[config.mk]
export PLATFORM = sky130hd
export DESIGN_NAME = mcp3008_responder
export DESIGN_NICKNAME = d
export VERILOG_FILES = /design/src/rtl/mcp3008_responder.sv
export SDC_FILE = /design/constraint.sdc
export NUM_CORES = 1
export LEC_CHECK = 0
export BUFFER_PORTS_ARGS = -buffer_cell sky130_fd_sc_hd__buf_2
export CAP_MARGIN = 20
export CORE_MARGIN = 3
export CORE_UTILIZATION = 45
export CTS_CLUSTER_DIAMETER = 150
export CTS_CLUSTER_SIZE = 14
export DETAILED_ROUTE_END_ITERATION = 8
export HOLD_SLACK_MARGIN = 0.08
export PLACE_DENSITY = 0.67
export SETUP_SLACK_MARGIN = 0.15
export SYNTH_ARGS = -nofsm -noshare
export SYNTH_HDL_FRONTEND = slang
export SYNTH_SLANG_ARGS = --single-unit
[constraint.sdc]
create_clock -name clk -period 1.7 [get_ports clk]
set_input_delay 0.34 -clock clk [delete_from_list [all_inputs] [get_ports clk]]
set_output_delay 0.34 -clock clk [all_outputs]
set_load 0.01 [all_outputs]
[src/rtl/mcp3008_responder.sv]
// MCP3008/MCP3004 SPI ADC emulator: decodes the start/SGL/D2-D0 command and
// returns a 10-bit value from a host-loaded per-channel table.
module mcp3008_responder #(
   parameter int NUM_CHANNELS = 8,
   parameter int SYNC_STAGES  = 2
) (
   input  logic        clk,
   input  logic        rst,
   input  logic        spi_clk,
   input  logic        spi_cs_n,
   input  logic        spi_din,
   output logic        spi_dout,
   output logic        spi_dout_oe,
   input  logic        tbl_wr_en,
   input  logic [2:0]  tbl_wr_addr,
   input  logic [9:0]  tbl_wr_data,
   output logic        conv_done,
   output logic [2:0]  conv_channel,
   output logic        conv_sgl,
   output logic [15:0] conv_count
);

   typedef enum logic [2:0] {
      S_IDLE,
      S_WAIT_START,
      S_CMD,
      S_SAMPLE,
      S_NULL,
      S_DATA_MSB,
      S_DATA_LSB,
      S_TRAIL
   } state_t;

   localparam logic [3:0] NCH = 4'(NUM_CHANNELS);

   logic [SYNC_STAGES-1:0] sclk_sync, cs_sync, din_sync;
   logic sclk_q, cs_q, din_q;
   logic sclk_rise, sclk_fall, cs_rise, cs_fall;

   state_t     state, state_n;
   logic [3:0] cnt, cnt_n;
   logic [3:0] cmd, cmd_n;
   logic [9:0] result;
   logic       dout_n;
   logic       capture;
   logic [2:0] chan;
   logic [9:0] tbl [8];

   // cs_n chain resets high so a released reset never looks like a select.
   always_ff @(posedge clk) begin
      if (rst) begin
         sclk_sync <= '0;
         cs_sync   <= '1;
         din_sync  <= '0;
         sclk_q    <= 1'b0;
         cs_q      <= 1'b1;
         din_q     <= 1'b0;
      end else begin
         sclk_sync <= {sclk_sync[SYNC_STAGES-2:0], spi_clk};
         cs_sync   <= {cs_sync[SYNC_STAGES-2:0], spi_cs_n};
         din_sync  <= {din_sync[SYNC_STAGES-2:0], spi_din};
         sclk_q    <= sclk_sync[SYNC_STAGES-1];
         cs_q      <= cs_sync[SYNC_STAGES-1];
         din_q     <= din_sync[SYNC_STAGES-1];
      end
   end

   assign sclk_rise = sclk_sync[SYNC_STAGES-1] & ~sclk_q;
   assign sclk_fall = ~sclk_sync[SYNC_STAGES-1] & sclk_q;
   assign cs_rise   = cs_sync[SYNC_STAGES-1] & ~cs_q;
   assign cs_fall   = ~cs_sync[SYNC_STAGES-1] & cs_q;

   assign chan = (NUM_CHANNELS == 4) ? {1'b0, cmd[1:0]} : cmd[2:0];

   always_comb begin
      state_n = state;
      cnt_n   = cnt;
      cmd_n   = cmd;
      dout_n  = spi_dout;
      capture = 1'b0;
      if (cs_rise) begin
         state_n = S_IDLE;
         cnt_n   = '0;
         dout_n  = 1'b0;
      end else begin
         case (state)
            S_IDLE: begin
               dout_n = 1'b0;
               if (cs_fall) begin
                  state_n = S_WAIT_START;
                  cnt_n   = '0;
               end
            end
            S_WAIT_START: begin
               dout_n = 1'b0;
               if (sclk_rise && din_q) begin
                  state_n = S_CMD;
                  cnt_n   = '0;
               end
            end
            S_CMD: begin
               if (sclk_rise) begin
                  cmd_n = {cmd[2:0], din_q};
                  cnt_n = cnt + 4'd1;
                  if (cnt == 4'd3) state_n = S_SAMPLE;
               end
            end
            S_SAMPLE: begin
               if (sclk_rise) begin
                  capture = 1'b1;
                  state_n = S_NULL;
               end
            end
            S_NULL: begin
               if (sclk_fall) begin
                  dout_n  = 1'b0;
                  cnt_n   = '0;
                  state_n = S_DATA_MSB;
               end
            end
            S_DATA_MSB: begin
               if (sclk_fall) begin
                  dout_n = result[4'd9 - cnt];
                  cnt_n  = cnt + 4'd1;
                  // B0 is not repeated: the LSB-first tail starts at B1
                  if (cnt == 4'd9) begin
                     state_n = S_DATA_LSB;
                     cnt_n   = 4'd1;
                  end
               end
            end
            S_DATA_LSB: begin
               if (sclk_fall) begin
                  dout_n = result[cnt];
                  cnt_n  = cnt + 4'd1;
                  if (cnt == 4'd9) state_n = S_TRAIL;
               end
            end
            S_TRAIL: begin
               if (sclk_fall) dout_n = 1'b0;
            end
            default: state_n = S_IDLE;
         endcase
      end
   end

   always_ff @(posedge clk) begin
      if (rst) begin
         state        <= S_IDLE;
         cnt          <= '0;
         cmd          <= '0;
         result       <= '0;
         spi_dout     <= 1'b0;
         spi_dout_oe  <= 1'b0;
         conv_done    <= 1'b0;
         conv_channel <= '0;
         conv_sgl     <= 1'b0;
         conv_count   <= '0;
      end else begin
         state       <= state_n;
         cnt         <= cnt_n;
         cmd         <= cmd_n;
         spi_dout    <= dout_n;
         spi_dout_oe <= (state_n != S_IDLE);
         conv_done   <= capture;
         if (capture) begin
            result       <= tbl[chan];
            conv_channel <= chan;
            conv_sgl     <= cmd[3];
            conv_count   <= conv_count + 16'd1;
         end
      end
   end

   always_ff @(posedge clk) begin
      if (rst) begin
         for (int unsigned i = 0; i < 8; i++) tbl[i] <= '0;
      end else if (tbl_wr_en && ({1'b0, tbl_wr_addr} < NCH)) begin
         tbl[tbl_wr_addr] <= tbl_wr_data;
      end
   end

endmodule

==> flow_summary.yaml, run 1 <==
status:
  status: "complete, no violations"
global_routing:
  grt-ovfl-total: 0
  grt_pass1_vias: 4198
  grt_usage: 0.1933
  grt_max_degree: 27
  grt_pass1_wl_microns: 21530
  antenna_found_initial: 0
worst_setup_path:
  critPathRequiredTime_ns: 2.05
  worst-path-max-fanout: 13
  worstSetupEndpointType: "flip-flop"
  startpoint: "state[2]"
  critPathLaunchType: "flip-flop"
  arrival_ns: 1.96
  r2r_slack_ns: 0.09
  worstSetupPathType: "reg -> reg"
  r2r-start: "state[2]"
route:
  antenna_left: 0
  drt-wirelength-per-cell_microns: 17.82
  vias: 4102
  totalWireLength_microns: 13830
  vias_per_cell: 5.286
  first_pass_iters: 4
  drcViolationCount: 0
  drt-initial-drc-count: 314
synth:
  synthFlopType: "edfxtp_1"
  syn_inst: 502
  syn_nets: 525
  ys_seq_area_frac: 0.5718
  synth-seq-cells: 133
  async_reset_ff_frac: 0
  syn-mean-instance-area_sq_um: 12.07
  synth_warnings: 0
  synth_edf_count: 80
  yosysUniqueCellTypes: 49
  synth_area_sq_um: 6057
power_and_ir_drop:
  report.power.total_mw: 7.110
  vdd_drop_max_mv: 0.7819
  p_leak_nw: 2.788
  power_density_nw_per_um2: 925.1
timing:
  fin_skew_ns: 0.005457
  relSlewSlack: 0.7464
  fin_crit_sh: 0.9457
  grt_setup_unrepaired: "yes"
  hold_viol: 0
  max_slew.worst_pin.slew_ns: 0.3804
  fin_crit_ns: 1.608
  finalMaxSlewViolations: 0
  timing.fmax_mhz: 622.0
  setup_violations: 0
placement:
  portBuffers: 41
  gp_congestion: 0.9176
  hpwl_microns: 8901
  place_inst: 723
cells_and_area:
  drive_gt1_frac: 0.3560
  fillers: 996
  diodes: 0
  final_cells: 776
  area_growth_syn_to_layout_pct: 26.87
  nNetsFinal: 615
clock_tree:
  htreeDepth: 4
  cts_tree: "built"
  cts_hold_buf: 0
  clk_latency_ns: 0.42
  cts_buffers: 17
  clk_pin_slew_ns: 0.06
  clock_path_buffers: 2
  root_buffer: "clkbuf_16"
  clock_sinks: 133
die:
  core_sq_um: 12880
  die_w_microns: 122.0
  core.rowCount: 41
  ios: 42
  die-area_sq_um: 14890
  start_util: 0.4704
  die_h_microns: 122.0
flow_run:
  max-cap-violations: 0
min_path:
  min-delay-path-class: "in -> reg"
  holdCritStartpoint: "spi_cs_n"
==> timing repair <==
action,in CTS,in global routing
pin swaps,8,16
buffers inserted,11,6
cloned,3,2
endpoints found under the setup margin,30,39
gates resized for setup,22,34
==> sequential cells by signal (all words and copies together) (netlist names), 3 cells and up <==
| signal | count |
|---|---|
| state | 3 |
| conv_count | 16 |
| conv_channel | 3 |
| cnt | 4 |
| cmd | 4 |
| tbl | 80 |
| result | 10 |
==> per-layer routing <==
layer  global-route usage  vias up  routed length [microns]
met5                    0        -                        0
met4              0.05812        0                      228
met3              0.05525       17                      508
met2               0.3460       96                     7541
met1               0.2250     2016                     5550
li1                     -     1973                        -
==> worst paths after layout <==
kind,end,depth (start not counted)
worst max register to register,conv_channel[1],7
worst min-delay path,cs_sync[0],2
worst min register to register,din_sync[1],1
worst max-delay path,conv_channel[1],7
==> layout make-up <==
cell class	instances	area [sq um]	share of cell area
Sequential cell	133	3483	0.4533
Inverter	4	15.01	0.001954
Multi-Input combinational cell	334	2628	0.3419
Timing Repair Buffer	102	830.8	0.1081
Tap cell	172	215.2	0.02800
Clock inverter	14	87.58	0.01140
Clock buffer	17	425.4	0.05536
==> logic make-up after synthesis <==
family / Yosys count / synth area share
AOI/OAI and AO/OA: 51 / 0.05123
xor gates and xnor gates: 14 / 0.02024
adders and majority gates: 4 / 0.008263
buffers and inverters: 35 / 0.02376
DFF: 133 / 0.5718
muxes: 42 / 0.1151
and+or+nand+nor: 223 / 0.2097
==> synthesized netlist by cell type, types with 2 or more instances <==
| cell type | count | area, sq um |
|---|---|---|
| a211oi_1 | 11 | 82.58 |
| a21oi_1 | 21 | 105.1 |
| a31oi_1 | 2 | 12.51 |
| and2_1 | 81 | 506.7 |
| buf_1 | 2 | 7.510 |
| buf_2 | 10 | 50.05 |
| clkbuf_1 | 19 | 71.32 |
| dfxtp_1 | 53 | 1061 |
| edfxtp_1 | 80 | 2402 |
| ha_1 | 4 | 50.05 |
| inv_1 | 4 | 15.01 |
| mux2i_1 | 19 | 190.2 |
| mux4_2 | 22 | 495.5 |
| nand2_1 | 28 | 105.1 |
| nand2b_1 | 6 | 37.54 |
| nand3_1 | 13 | 65.06 |
| nand3b_1 | 3 | 22.52 |
| nand4_1 | 5 | 31.28 |
| nor2_1 | 42 | 157.7 |
| nor2b_1 | 10 | 62.56 |
| nor3_1 | 5 | 25.02 |
| o211ai_1 | 2 | 15.01 |
| o21ai_0 | 9 | 45.04 |
| or2_2 | 12 | 75.07 |
| or3_1 | 3 | 18.77 |
| xnor2_1 | 3 | 26.28 |
| xor2_1 | 11 | 96.34 |
==> metrics by stage <==
step / hold WS (ns) / setup slack, ns / area (sq um) / TNS [ns] / utilization
global route: 0.1137 / 0.02162 / 7685 / 0 / 0.5968
finish: 0.1185 / 0.09230 / 7685 / 0 / 0.5968
CTS: 0.1098 / 0.1148 / 7456 / 0 / 0.5791
global placement: 0.4263 / 0.07075 / 6714 / 0 / 0.5214
floorplan: 0.3895 / 0.1500 / 6091 / 0 / -
detailed placement: 0.4266 / -0.004463 / 6714 / -0.004463 / 0.5214
==> cell usage in the layout (no fill, tap or decap), types with 15 or more instances in the layout <==
cell       synthesis  layout
clkbuf_16          0      19
and2_1            81      80
dfxtp_1           53      45
mux4_2            22      22
a21oi_1           21      16
edfxtp_1          80      80
buf_2             10      41
mux2i_1           19      15
buf_4              0      45
nand2_1           28      27
nor2_1            42      39
==> worst max-delay path: stages (launching register included) <==
cell       delay [ns]
dfxtp_2          0.35
or3b_4           0.44
nor3_4           0.19
buf_6            0.14
buf_4            0.10
clkbuf_16        0.15
nand2_1          0.06
a21oi_1          0.11
==> power by group <==
part           internal, mW  switching, mW
Combinational         0.146          0.193
Sequential             3.55         0.0421
Clock                  1.83           1.35
Total                  5.52           1.58
Note: power is estimated with default switching activity, not from simulation.
==> run 2, diff against run 1 <==
--- a/config.mk
+++ b/config.mk
@@ -5,6 +5,7 @@
 export SDC_FILE = /design/constraint.sdc
 export NUM_CORES = 1
 export LEC_CHECK = 0
+export ABC_AREA = 1
 export BUFFER_PORTS_ARGS = -buffer_cell sky130_fd_sc_hd__buf_2
 export CAP_MARGIN = 20
 export CORE_MARGIN = 3
==> run 2 against run 1 <==
Against the previous run: combinational power is 11% higher; design area down 4.9%; sequential power about the same; total power rose by 7.2%; maximum frequency is 9.9% higher; sequential cell count unchanged; wire length grew 6.6%; global-route usage is 1.7 points higher; critical endpoint is now result[6].
==> flow_summary.yaml, run 2 <==
clock_tree:
  clk_latency_ns: 0.42
  htreeDepth: 4
  clock_sinks: 133
  cts_buffers: 17
  cts_hold_buf: 0
  clk_pin_slew_ns: 0.05
  cts_tree: "built"
  clock_path_buffers: 2
  root_buffer: "clkbuf_16"
min_path:
  min-delay-path-class: "in -> reg"
  holdCritStartpoint: "spi_cs_n"
synth:
  syn-mean-instance-area_sq_um: 8.512
  synth_area_leaders: "edfxtp_1, dfxtp_1, nor2_1, nand2_1, inv_1"
  synth-seq-cells: 133
  synth_edf_count: 80
  synthTopCellsByCount: "nor2_1, nand2_1, edfxtp_1, inv_1, dfxtp_1"
  synthFlopType: "edfxtp_1"
  ys_seq_area_frac: 0.5635
  synth_top_area_share: 0.3909
  synth_area_leader_cell: "edfxtp_1"
  syn_inst: 722
  yosysUniqueCellTypes: 38
  async_reset_ff_frac: 0
  yosysMostFrequentCell: "nor2_1"
  synth_warnings: 0
  syn_nets: 745
  synth_area_sq_um: 6146
die:
  start_util: 0.4623
  die-area_sq_um: 15100
  core.rowCount: 42
  core_sq_um: 13300
  ios: 42
  die_h_microns: 122.9
  die_w_microns: 122.9
timing:
  fin_setup_tns_ns: 0
  fin_crit_sh: 0.8604
  grt_setup_unrepaired: "yes"
  timing.final.ws_setup_ns: 0.2374
  relSlewSlack: 0.6950
  fin_crit_ns: 1.463
  setup_violations: 0
  fin_skew_ns: 0.01026
  hold_viol: 0
  max_slew.worst_pin.slew_ns: 0.4570
  finalMaxSlewViolations: 0
  whs_ns: 0.1086
  timing.fmax_mhz: 683.7
worst_setup_path:
  startpoint: "cmd[0]"
  worstSetupPathType: "reg -> reg"
  worst-path-max-fanout: 15
  crit_path_cell_trace: "inv_4 -> buf_4 -> o21ai_0 -> o22ai_1 -> a211oi_1 -> nor2_1"
  critical-path-max-stage-delay_ns: 0.38
  critPathLaunchType: "flip-flop"
  slowest_stage: "dfxtp_2"
  arrival_ns: 1.76
  worstSetupEndpointType: "flip-flop"
  critPathRequiredTime_ns: 2.00
  r2r-start: "cmd[0]"
route:
  drt-wirelength-per-cell_microns: 15.32
  drcViolationCount: 0
  drt-initial-drc-count: 508
  vias: 4892
  vias_per_cell: 5.085
  totalWireLength_microns: 14740
  antenna_left: 0
  first_pass_iters: 5
global_routing:
  grt_pass1_wl_microns: 23740
  grt_pass1_vias: 4657
  grt_usage: 0.2101
  antenna_found_initial: 0
  grt-ovfl-total: 0
  grt_max_degree: 41
cells_and_area:
  top_regs: "tbl x80, conv_count x16, result x10"
  fillers: 1185
  diodes: 0
  area_growth_syn_to_layout_pct: 18.89
  drive_gt1_frac: 0.1858
  regMostFlops: "tbl"
  nNetsFinal: 798
  layout_common_cells: "nor2_1, nand2_1, edfxtp_1, inv_1, o21ai_0"
  layout_commonest_cell: "nor2_1"
  largest_reg_flops: 80
  utilization: 0.5496
placement:
  portBuffers: 41
  gp_congestion: 0.9297
  hpwl_microns: 10340
  dp_worst_setup_slack_ns: 0.05324
status:
  status: "complete, no violations"
power_and_ir_drop:
  vdd_drop_max_mv: 0.8255
  power_frac_clock: 0.478
  internal_power_mw: 5.944
  p_switching_mw: 1.680
  seq_power_share: 0.472
  combPwrFrac: 0.050
  swShare: 0.2203
  power_density_nw_per_um2: 1043
  p_leak_nw: 3.149
flow_run:
  max-cap-violations: 0
[run 2: changes by cell type after synthesis, sizes merged, moves of 14 or more]
| cell | before | now |
|---|---|---|
| nor2 | 42 | 203 |
| nand2 | 28 | 112 |
| and2 | 81 | 0 |
| inv | 4 | 77 |
| o21ai | 9 | 55 |
| mux4 | 22 | 0 |
| mux2i | 19 | 0 |
| nand3 | 13 | 27 |
[run 2: power by group through the flow]
stage / sequential (mW) / combinational [mW] / clock [mW]
floorplan: 3.65 / 0.234 / 0
global route: 3.61 / 0.423 / 3.83
detailed placement: 3.67 / 0.370 / 0
global placement: 3.66 / 0.364 / 0
CTS: 3.60 / 0.372 / 3.66
finish: 3.60 / 0.378 / 3.65
[run 2: cell type report]
type                    instances  area [sq um]  area share
flip-flops and latches        133          3476      0.4757
multi-input cells             478          2297      0.3144
repair buffers                 68         436.7     0.05976
clock buffers                  17         425.4     0.05822
inverters                      77         294.0     0.04024
well taps                     176         220.2     0.03014
clock inverters                13         157.7     0.02158
[run 2: what timing repair did]
item	in CTS	in global routing
gates cloned	0	0
buffers inserted	0	3
pin swaps	0	4
resized for setup	2	25
setup endpoints to repair	10	22
[run 2: worst paths after layout]
kind,to,depth (start not counted),slack [ns]
setup / recovery,result[6],6,0.24
setup reg to reg,result[6],6,0.24
hold reg to reg,sclk_sync[1],2,0.40
hold / removal,cs_sync[0],2,0.11
[run 2: critical path, delay by kind of cell, from the launching register on]
kind            cells  cell delay, ns
compound gates      3            0.61
flops               1            0.38
buf+inv             2            0.29
simple gates        1            0.06
[run 2: kinds of logic (layout without fill, tap and decap cells)]
group,count (synthesis),in the layout,share of synthesized area
and+or+nand+nor,358,358,0.2474
AOI/OAI and AO/OA,111,111,0.1012
adders and majority gates,4,4,0.008144
buffers and inverters,111,175,0.07268
DFF,133,133,0.5635
xor gates and xnor gates,5,5,0.007125
[run 2: routing by layer]
layer	track usage	part of all wire
met5	0	0
met4	0.07488	0.025
met3	0.05484	0.067
met2	0.3393	0.48
met1	0.2739	0.43
[run 2: stage by stage]
| step | cell area [sq um] | cells | power [mW] |
|---|---|---|---|
| finish | 7307 | 962 | 7.624 |
| floorplan | 6177 | 722 | 3.883 |
| global placement | 6626 | 929 | 4.023 |
| CTS | 7216 | 959 | 7.635 |
| detailed placement | 6626 | 929 | 4.036 |
| global route | 7307 | 962 | 7.858 |
